==> src/rtl/dose_schedule_ctrl.sv <==
// Dose reminder sequencer: walks a schedule ROM of tick intervals, raises Alarm
// when each interval elapses, and counts doses that go unacknowledged.
module dose_schedule_ctrl #(
  parameter int ADDR_W      = 4,
  parameter int DATA_W      = 4,
  parameter int NUM_ENTRIES = 16,
  parameter int TIMEOUT     = 8
) (
  input  logic              Clk,
  input  logic              Rst,
  input  logic              Tick,
  input  logic              Ack,
  output logic [ADDR_W-1:0] RomAddr,
  input  logic [DATA_W-1:0] RomData,
  output logic              Alarm,
  output logic [ADDR_W-1:0] DoseIdx,
  output logic              Missed,
  output logic [3:0]        MissCnt,
  output logic              Halted
);

  typedef enum logic [2:0] {
    FETCH = 3'd0,
    LOAD  = 3'd1,
    COUNT = 3'd2,
    ALERT = 3'd3,
    HALT  = 3'd4
  } state_t;

  localparam logic [ADDR_W-1:0] LAST_IDX = ADDR_W'(NUM_ENTRIES - 1);
  localparam logic [ADDR_W-1:0] IDX_ONE  = ADDR_W'(1);
  localparam logic [DATA_W-1:0] CD_ONE   = DATA_W'(1);
  localparam logic [7:0]        TO_LAST  = 8'(TIMEOUT - 1);
  localparam logic [7:0]        TO_ONE   = 8'd1;
  localparam logic [3:0]        MISS_ONE = 4'd1;

  state_t            state_q, state_d;
  logic [ADDR_W-1:0] index_q, index_d, index_inc;
  logic [DATA_W-1:0] countdown_q, countdown_d;
  logic [7:0]        tcnt_q, tcnt_d;
  logic [3:0]        miss_cnt_q, miss_cnt_d;
  logic              alarm_q, alarm_d;
  logic              missed_q, missed_d;
  logic              halted_q, halted_d;
  logic              miss_event;

  // Wrap at the last entry without needing an end-of-list marker there.
  assign index_inc = (index_q == LAST_IDX) ? '0 : index_q + IDX_ONE;

  always_ff @(posedge Clk or negedge Rst) begin
    if (!Rst) begin
      state_q     <= FETCH;
      index_q     <= '0;
      countdown_q <= '0;
      tcnt_q      <= '0;
      miss_cnt_q  <= '0;
      alarm_q     <= 1'b0;
      missed_q    <= 1'b0;
      halted_q    <= 1'b0;
    end else begin
      state_q     <= state_d;
      index_q     <= index_d;
      countdown_q <= countdown_d;
      tcnt_q      <= tcnt_d;
      miss_cnt_q  <= miss_cnt_d;
      alarm_q     <= alarm_d;
      missed_q    <= missed_d;
      halted_q    <= halted_d;
    end
  end

  always_comb begin
    state_d     = state_q;
    index_d     = index_q;
    countdown_d = countdown_q;
    tcnt_d      = tcnt_q;
    miss_cnt_d  = miss_cnt_q;
    miss_event  = 1'b0;
    case (state_q)
      FETCH: state_d = LOAD;
      LOAD: begin
        if (RomData != '0) begin
          countdown_d = RomData;
          state_d     = COUNT;
        end else if (index_q == '0) begin
          state_d = HALT;
        end else begin
          index_d = '0;
          state_d = FETCH;
        end
      end
      COUNT: begin
        if (Tick) begin
          countdown_d = countdown_q - CD_ONE;
          if (countdown_q == CD_ONE) begin
            tcnt_d  = '0;
            state_d = ALERT;
          end
        end
      end
      ALERT: begin
        // Ack wins over a timeout-reaching tick in the same cycle.
        if (Ack) begin
          tcnt_d  = '0;
          index_d = index_inc;
          state_d = FETCH;
        end else if (Tick) begin
          if (tcnt_q == TO_LAST) begin
            miss_event = 1'b1;
            tcnt_d     = '0;
            index_d    = index_inc;
            state_d    = FETCH;
            if (miss_cnt_q != 4'hF) begin
              miss_cnt_d = miss_cnt_q + MISS_ONE;
            end
          end else begin
            tcnt_d = tcnt_q + TO_ONE;
          end
        end
      end
      HALT:    state_d = HALT;
      default: state_d = FETCH;
    endcase
  end

  always_comb begin
    alarm_d  = (state_d == ALERT);
    halted_d = (state_d == HALT);
    missed_d = miss_event;
  end

  assign RomAddr = index_q;
  assign DoseIdx = index_q;
  assign Alarm   = alarm_q;
  assign Missed  = missed_q;
  assign MissCnt = miss_cnt_q;
  assign Halted  = halted_q;

endmodule

==> config.mk <==
export PLATFORM = sky130hd
export DESIGN_NAME = dose_schedule_ctrl
export DESIGN_NICKNAME = d
export VERILOG_FILES = /design/src/rtl/dose_schedule_ctrl.sv
export SDC_FILE = /design/constraint.sdc
export NUM_CORES = 1
export LEC_CHECK = 0
export CAP_MARGIN = 40
export CORE_AREA = 2 2 64 51
export DETAILED_ROUTE_END_ITERATION = 6
export DIE_AREA = 0 0 66 53
export PLACE_DENSITY_LB_ADDON = 0.1
export SLEW_MARGIN = 20
export SYNTH_ARGS = -nofsm -noshare
export SYNTH_HDL_FRONTEND = slang
export SYNTH_SLANG_ARGS = --single-unit
==> constraint.sdc <==
create_clock -name Clk -period 4.2 [get_ports Clk]
set_input_delay 0.42 -clock Clk [delete_from_list [all_inputs] [get_ports Clk]]
set_output_delay 0.42 -clock Clk [all_outputs]
set_load 0.005 [all_outputs]
==> flow_summary_export.csv, run 1 <==
group,metric,value,unit
run_status,status,"completed",
power_and_ir_drop,power_density,515,nW/um2
die,pin_count,23,
route,post-route-drc-count,0,
setup_path,path_class,"input pin to register",
setup_path,worstPathRequired,4.37,ns
yosys,synthTopCellsByCount,"26 x dfrtp_1, 14 x o21ai_0, 12 x a21oi_1, 12 x nand2_1",
sta,hold_slack,0.513,ns
placement,dpl.cell_count,215,
clocking,clock_path_buffers,2,
clocking,clk_pin_slew,0.08,ns
die,fp.dieH,53,um
yosys,yosys.area.top_type,"dfrtp_1",
clocking,clock_latency,0.27,ns
sta,min_period_over_period,51.2,%
yosys,syn_inst,162,
die,start_util,52.9,%
die,die_x,66,um
route,drt_iter0_drc,63,
setup_path,cp-start-kind,"input pin",
sta,fmax,465,MHz
final_layout,area_growth,17.4,%
yosys,synthFlopType,"dfrtp_1",
yosys,yosys-top-cells-area,"dfrtp_1 43%, ha_1 5.0%, o21ai_0 4.6%",
clocking,clock_sinks,26,
yosys,yosysMostFrequentCell,"dfrtp_1",
final_layout,nNetsFinal,196,
power_and_ir_drop,ir_worst_vdd,0.279,mV
yosys,synth_top_area_share,43.1,%
global_route,grt_pass1_wl,5.30,mm
yosys,syn_nets,176,
setup_path,path_max_fanout,11,
sta,max_slew.worst_pin.slew,0.715,ns
route,vias,1278,
clocking,ctsResizeCount,0,
clocking,htree_levels,1,
die,dieArea,3500,um2
placement,place.gp.congestion,0.896,
yosys,synth-edff-count,0,
setup_path,cp.arrival,2.32,ns
clocking,numCtsBuffers,3,
yosys,ys_ff_latch,26,
final_layout,fin_util,62.2,%
final_layout,diodes,0,
clocking,root_buffer,"clkbuf_8",
clocking,cts_tree,"built",
global_route,grt-ovfl-total,0,
yosys,synthesis.area,1510,um2
route,routed_wl,3.14,mm
yosys,avgSynthCellArea,9.31,um2
sta,setup_viol,0,
sta,maxSlewHeadroom,51.9,%
route,wl_per_cell,14.4,um
die,row_count,17,
final_layout,layout.cells.non_filler,218,
sta,tns,0,ns
placement,hpwl,2.35,mm
final_layout,n_fill_cell,246,
sta,hold_viol,0,
yosys,async_reset_ff_share,100,%
sta,fin_crit,2.15,ns
yosys,ys_warn_count,0,
global_route,grt_max_degree,27,
global_route,antenna_found_initial,0,
global_route,grt_pass1_vias,1132,
hold_path,hold_class,"input pin to async pin",
final_layout,drive_above_1_share,6.67,%
sta,skew,0.00250,ns
route,antenna_left,0,
clocking,cts_hold_buf,0,
placement,io_buffers,22,
route,dr.pass1.iters,4,
global_route,grt_util_all_layers,20.4,%
sta,drv_slew,0,
yosys,synth_cell_types,44,
setup_path,critPathCaptureType,"register",
job,maxCapViolCount,0,
route,routed_via_density,5.86,
yosys,ys_seq_area_share,43.1,%
power_and_ir_drop,power_leakage,0.747,nW
clocking,cts_setup_buffers,0,
die,core_area,2850,um2
sta,rsz0062_at_grt,"no",
==> layout by cell type (no fill, tap or decap), types with 6 or more instances in the layout <==
cell type,netlist,layout
o31ai_1,7,7
ha_1,6,6
nand2_1,12,12
nand3_1,11,11
dfrtp_1,26,26
clkdlybuf4s50_1,0,22
inv_1,11,11
a21oi_1,12,12
o21ai_0,14,14
==> through the flow <==
stage | worst slack, ns | instance area, um2 | total power, mW
finish | 2.05 | 1770 | 0.912
global route | 1.90 | 1770 | 0.990
CTS | 2.05 | 1770 | 0.916
detailed placement | 1.74 | 1730 | 0.778
global placement | 1.87 | 1730 | 0.767
floorplan | 2.52 | 1510 | 0.650
==> area by class of cell <==
type                            instances  area (um2)  share of cell area (%)
Multi-Input combinational cell        117         763                    43.1
Tap cell                               38        47.5                    2.68
Inverter                               11        41.3                    2.33
Timing Repair Buffer                   23         228                    12.9
Sequential cell                        26         651                    36.7
Clock buffer                            3        41.3                    2.33
==> sequential cells by signal, summed over array words and instances (netlist names) <==
register	count
tcnt_q	8
DoseIdx	4
MissCnt	4
countdown_q	4
state_q	3
Alarm	1
Halted	1
Missed	1
==> kinds of logic after synthesis <==
group,synth area share [%]
buffers and inverters,6.30
muxes,1.74
xor gates and xnor gates,0.581
AOI/OAI and AO/OA,20.0
adders and majority gates,4.97
DFF,43.1
and+or+nand+nor,23.3
==> critical path: stages <==
cell and delay, ns:
clkdlybuf4s50_1 0.59, nand4bb_1 0.18, a2111o_1 0.58, nand2b_1 0.28
o31ai_1 0.26
==> path summary, 6_finish.rpt <==
kind	startpoint	slack [ns]	cells after the start	to
max	Tick	2.05	5	tcnt_q[4]$_DFFE_PN0P_
min	Rst	0.51	2	DoseIdx[0]$_DFFE_PN0P_
max reg2reg	state_q[1]$_DFF_PN0_	2.18	4	MissCnt[3]$_DFFE_PN0P_
min reg2reg	tcnt_q[1]$_DFFE_PN0P_	0.54	2	tcnt_q[1]$_DFFE_PN0P_
max in group asynchronous	Rst	3.43	2	MissCnt[1]$_DFFE_PN0P_
min in group Clk	tcnt_q[1]$_DFFE_PN0P_	0.54	2	tcnt_q[1]$_DFFE_PN0P_
==> power by group <==
group,switching [mW],internal [mW],total (mW)
registers,0.0830,0.305,0.388
logic,0.194,0.193,0.387
clock network,0.0726,0.0642,0.137
total,0.349,0.563,0.912
==> per-layer routing <==
layer,wire length (um),track usage [%],vias to the layer above
met5,0,0,-
met2,1410,32.7,43
met1,1490,27.7,597
met4,38,5.10,0
li1,-,-,634
met3,200,5.53,4
Power figures use the tool's default switching activity.
==> run 2, diff against run 1 <==
--- a/config.mk
+++ b/config.mk
@@ -6,9 +6,9 @@
 export NUM_CORES = 1
 export LEC_CHECK = 0
 export CAP_MARGIN = 40
-export CORE_AREA = 2 2 64 51
+export CORE_AREA = 2 2 68 54
 export DETAILED_ROUTE_END_ITERATION = 6
-export DIE_AREA = 0 0 66 53
+export DIE_AREA = 0 0 70 56
 export PLACE_DENSITY_LB_ADDON = 0.1
 export SLEW_MARGIN = 20
 export SYNTH_ARGS = -nofsm -noshare
==> constraint.sdc (replaced) <==
create_clock -name Clk -period 1.8 [get_ports Clk]
set_input_delay 0.18 -clock Clk [delete_from_list [all_inputs] [get_ports Clk]]
set_output_delay 0.18 -clock Clk [all_outputs]
set_load 0.005 [all_outputs]
==> flow_summary_export.csv, run 2 (synthesis results as in run 1) <==
group,metric,value,unit
die,fp.dieH,56,um
sta,drv_slew,0,
route,wl_per_cell,14.4,um
global_route,grt_pass1_wl,6.08,mm
route,dr.pass1.iters,4,
global_route,grt_util_all_layers,18.9,%
global_route,grt_max_degree,27,
placement,io_buffers,22,
route,routed_via_density,5.64,
final_layout,layout.cells.non_filler,239,
final_layout,regArea,651,um2
placement,dpl.cell_count,235,
die,start_util,47.2,%
clocking,htree_levels,1,
die,pin_count,23,
power_and_ir_drop,ir_worst_vdd,0.702,mV
final_layout,fin_util,61.1,%
setup_path,path_max_fanout,11,
final_layout,layout_commonest_cell,"dfrtp_1",
sta,min_period_over_period,95.7,%
die,core_area,3200,um2
power_and_ir_drop,power.share.clock,13.9,%
route,post-route-drc-count,0,
sta,setup_viol,0,
global_route,grt-ovfl-total,0,
power_and_ir_drop,power_density,1190,nW/um2
power_and_ir_drop,p_sw_share,37.8,%
hold_path,hold_class,"input pin to async pin",
power_and_ir_drop,power.internal,1.44,mW
route,drt_iter0_drc,85,
setup_path,worstPathRequired,1.98,ns
setup_path,cp-start-kind,"register",
clocking,clock_latency,0.27,ns
setup_path,cp.arrival,1.90,ns
clocking,root_buffer,"clkbuf_8",
final_layout,diodes,0,
sta,rsz0062_at_grt,"no",
global_route,grt_pass1_vias,1344,
clocking,clk_pin_slew,0.09,ns
global_route,antenna_found_initial,0,
final_layout,area_growth,29.4,%
power_and_ir_drop,pwr-share-seq,37.4,%
placement,hpwl,2.54,mm
sta,max_slew.worst_pin.slew,0.431,ns
placement,placed_cell_area,1870,um2
sta,fmax,580,MHz
clocking,numCtsBuffers,3,
placement,place.gp.congestion,0.880,
route,antenna_left,0,
sta,tns,0,ns
run_status,status,"completed",
setup_path,path_class,"register to register",
clocking,clock_sinks,26,
final_layout,multiInputGateArea,800,um2
clocking,clock_path_buffers,2,
sta,hold_viol,0,
die,die_x,70,um
final_layout,largest_register_ffs,8,
die,row_count,18,
clocking,cts_tree,"built",
setup_path,worst_r2r_path_depth,4,
sta,fin_crit,1.72,ns
power_and_ir_drop,combPwrFrac,48.8,%
power_and_ir_drop,power_leakage,0.852,nW
job,maxCapViolCount,0,
final_layout,layout_common_cells,"26 x dfrtp_1, 22 x clkdlybuf4s50_1, 20 x buf_4",
sta,skew,0.00861,ns
power_and_ir_drop,p_switching,0.876,mW
sta,maxSlewHeadroom,71.1,%
final_layout,postLayoutCellArea,1950,um2
die,dieArea,3920,um2
final_layout,nNetsFinal,215,
final_layout,top_register,"tcnt_q",
route,vias,1349,
route,routed_wl,3.45,mm
setup_path,critPathCaptureType,"register",
final_layout,drive_above_1_share,18.6,%
final_layout,n_fill_cell,273,
run 2: cell count changes in the layout (fill, tap and decap cells not counted), moves of 2 or more:
cell     change
buf_4       +19
inv_1        -2
inv_2        +2
o21ai_0      -3
o21ai_1      +2
run 2: worst paths after layout:
path / slack, ns / to / from
worst max-delay path: 0.08 / DoseIdx[3]$_DFFE_PN0P_ / state_q[1]$_DFF_PN0_
worst min-delay path: 0.27 / DoseIdx[0]$_DFFE_PN0P_ / Rst
worst max register to register: 0.08 / DoseIdx[3]$_DFFE_PN0P_ / state_q[1]$_DFF_PN0_
worst min register to register: 0.52 / tcnt_q[1]$_DFFE_PN0P_ / tcnt_q[1]$_DFFE_PN0P_
max in group asynchronous: 1.26 / countdown_q[2]$_DFFE_PN0P_ / Rst
min in group Clk: 0.52 / tcnt_q[1]$_DFFE_PN0P_ / tcnt_q[1]$_DFFE_PN0P_
run 2: through the flow:
step                      setup slack [ns]  total power, mW  hold slack (ns)
after floorplan                      0.116             1.52           -0.116
after global placement             -0.0113             1.93            0.516
after detailed placement           -0.0858             1.97            0.531
after CTS                           0.0124             2.30            0.292
after global routing               0.00241             2.53            0.297
final                               0.0767             2.32            0.274
run 2: power groups by stage:
| stage | Combinational (mW) | Sequential (mW) | Clock [mW] |
|---|---|---|---|
| floorplan | 0.666 | 0.851 | 0 |
| global placement | 1.06 | 0.867 | 0 |
| detailed placement | 1.09 | 0.875 | 0 |
| CTS | 1.10 | 0.861 | 0.339 |
| global route | 1.27 | 0.895 | 0.365 |
| finish | 1.13 | 0.867 | 0.321 |
run 2: repair_timing:
item,CTS,global route
resized for setup,3,9
buffers inserted,0,1
hold buffers,0,0
setup endpoints to repair,1,11
pin swaps,0,3
run 2: area by class of cell:
cell class | instances | area share, %
multi-input cells | 117 | 40.9
clock buffers | 3 | 2.11
repair buffers | 42 | 19.0
flip-flops and latches | 26 | 33.3
inverters | 11 | 2.11
well taps | 40 | 2.56
run 2: routing by layer:
layer	routed length [um]	global-route usage [%]	share of wire [%]	vias to the layer above
met5	0	0	0	-
met3	146	4.53	4.2	2
met1	1650	25.7	48	653
met2	1640	31.2	48	28
met4	10	3.02	0.29	0
li1	-	-	-	666
run 2: critical path: stages (launching register included):
cell and delay [ns]:
dfrtp_1 0.50, or4b_2 0.71, o211ai_1 0.22, o31ai_1 0.11, o31ai_1 0.09
==> run 3, diff against run 2 <==
--- a/config.mk
+++ b/config.mk
@@ -9,6 +9,7 @@
 export CORE_AREA = 2 2 68 54
 export DETAILED_ROUTE_END_ITERATION = 6
 export DIE_AREA = 0 0 70 56
+export MAX_ROUTING_LAYER = met4
 export PLACE_DENSITY_LB_ADDON = 0.1
 export SLEW_MARGIN = 20
 export SYNTH_ARGS = -nofsm -noshare
==> flow_summary_export.csv, run 3 (synthesis results as in run 1) <==
group,metric,value,unit
hold_path,hold_class,"input pin to async pin",
die,fp.dieH,56,um
clocking,cts_hold_buf,0,
die,core_area,3200,um2
final_layout,layout.cells.non_filler,239,
setup_path,worstPathRequired,1.95,ns
final_layout,drive_above_1_share,18.6,%
setup_path,cp.arrival,1.87,ns
setup_path,cp-start-kind,"register",
final_layout,regArea,651,um2
sta,tns,0,ns
route,routed_via_density,5.62,
clocking,htree_levels,1,
route,post-route-drc-count,0,
global_route,grt_max_degree,27,
sta,setup_ws,0.0779,ns
final_layout,layout_common_cells,"26 x dfrtp_1, 22 x clkdlybuf4s50_1, 20 x buf_4",
sta,setup_viol,0,
clocking,clock_sinks,26,
clocking,cts_tree,"built",
clocking,numCtsBuffers,3,
setup_path,path_max_fanout,6,
placement,place.gp.congestion,0.895,
final_layout,nNetsFinal,215,
final_layout,diodes,0,
sta,drv_slew,0,
job,maxCapViolCount,0,
final_layout,postLayoutCellArea,1950,um2
route,dr.pass1.iters,4,
route,wl_per_cell,14.4,um
global_route,grt-ovfl-total,0,
placement,io_buffers,22,
global_route,grt_pass1_wl,6.08,mm
die,die_x,70,um
run_status,status,"completed",
final_layout,largest_register_ffs,8,
final_layout,layout_commonest_cell,"dfrtp_1",
die,start_util,47.2,%
sta,rsz0062_at_grt,"no",
power_and_ir_drop,power_density,1190,nW/um2
die,pin_count,23,
sta,max_slew.worst_pin.slew,0.422,ns
setup_path,path_class,"register to register",
power_and_ir_drop,p_total,2.32,mW
route,antenna_left,0,
route,vias,1342,
sta,fin_crit,1.72,ns
placement,placed_cell_area,1870,um2
power_and_ir_drop,ir_worst_vdd,0.702,mV
die,dieArea,3920,um2
placement,dpl.cell_count,235,
sta,skew,0.0101,ns
final_layout,fin_util,61.1,%
power_and_ir_drop,power_leakage,0.852,nW
sta,maxSlewHeadroom,71.8,%
sta,hold_slack,0.272,ns
sta,hold_viol,0,
clocking,clock_latency,0.27,ns
setup_path,worst_r2r_path_depth,5,
sta,fmax,581,MHz
die,row_count,18,
route,drt_iter0_drc,82,
clocking,root_buffer,"clkbuf_8",
final_layout,area_growth,29.4,%
sta,min_period_over_period,95.7,%
placement,pre_cts_ws,-0.0858,ns
final_layout,n_fill_cell,273,
final_layout,multiInputGateArea,800,um2
setup_path,critPathCaptureType,"register",
route,routed_wl,3.45,mm
global_route,grt_pass1_vias,1345,
global_route,grt_util_all_layers,19.4,%
clocking,clock_path_buffers,2,
placement,hpwl,2.54,mm
final_layout,top_register,"tcnt_q",
global_route,antenna_found_initial,0,
clocking,clk_pin_slew,0.09,ns
[run 3: metal layers]
metal | global-route usage (%) | up-vias | share of wire (%)
li1 | - | 666 | -
met1 | 25.7 | 646 | 48
met2 | 31.2 | 28 | 47
met3 | 4.53 | 2 | 4.4
met4 | 3.02 | 0 | 0.29
met5 | - | - | 0
[run 3: report_power, final]
group / total (mW) / switching, mW / internal, mW
sequential: 0.866 / 0.153 / 0.713
combinational: 1.13 / 0.547 / 0.580
clock: 0.324 / 0.174 / 0.150
total: 2.32 / 0.874 / 1.44
[run 3: worst max-delay path, cell delays in order, from the launching register on]
cell and delay, ns:
dfrtp_1 0.38, ha_1 0.17, and4bb_2 0.32, and4bb_2 0.28
nand4_1 0.13, mux2_4 0.32
[run 3: worst paths after layout]
kind | from | endpoint | slack (ns)
setup / recovery | tcnt_q[1]$_DFFE_PN0P_ | MissCnt[3]$_DFFE_PN0P_ | 0.08
hold / removal | Rst | DoseIdx[0]$_DFFE_PN0P_ | 0.27
setup reg to reg | tcnt_q[1]$_DFFE_PN0P_ | MissCnt[3]$_DFFE_PN0P_ | 0.08
hold reg to reg | tcnt_q[1]$_DFFE_PN0P_ | tcnt_q[1]$_DFFE_PN0P_ | 0.52
max in group asynchronous | Rst | countdown_q[2]$_DFFE_PN0P_ | 1.26
min in group Clk | tcnt_q[1]$_DFFE_PN0P_ | tcnt_q[1]$_DFFE_PN0P_ | 0.52
[run 3: cell type report]
class | instances | share of cell area, %
Multi-Input combinational cell | 117 | 40.9
Timing Repair Buffer | 42 | 19.0
Tap cell | 40 | 2.56
Sequential cell | 26 | 33.3
Clock buffer | 3 | 2.11
Inverter | 11 | 2.11
[run 3: repair_timing]
action,4_1_cts,5_1_grt
setup endpoints to repair,1,11
buffers inserted,0,1
gates resized for setup,3,9
pin swaps,0,3
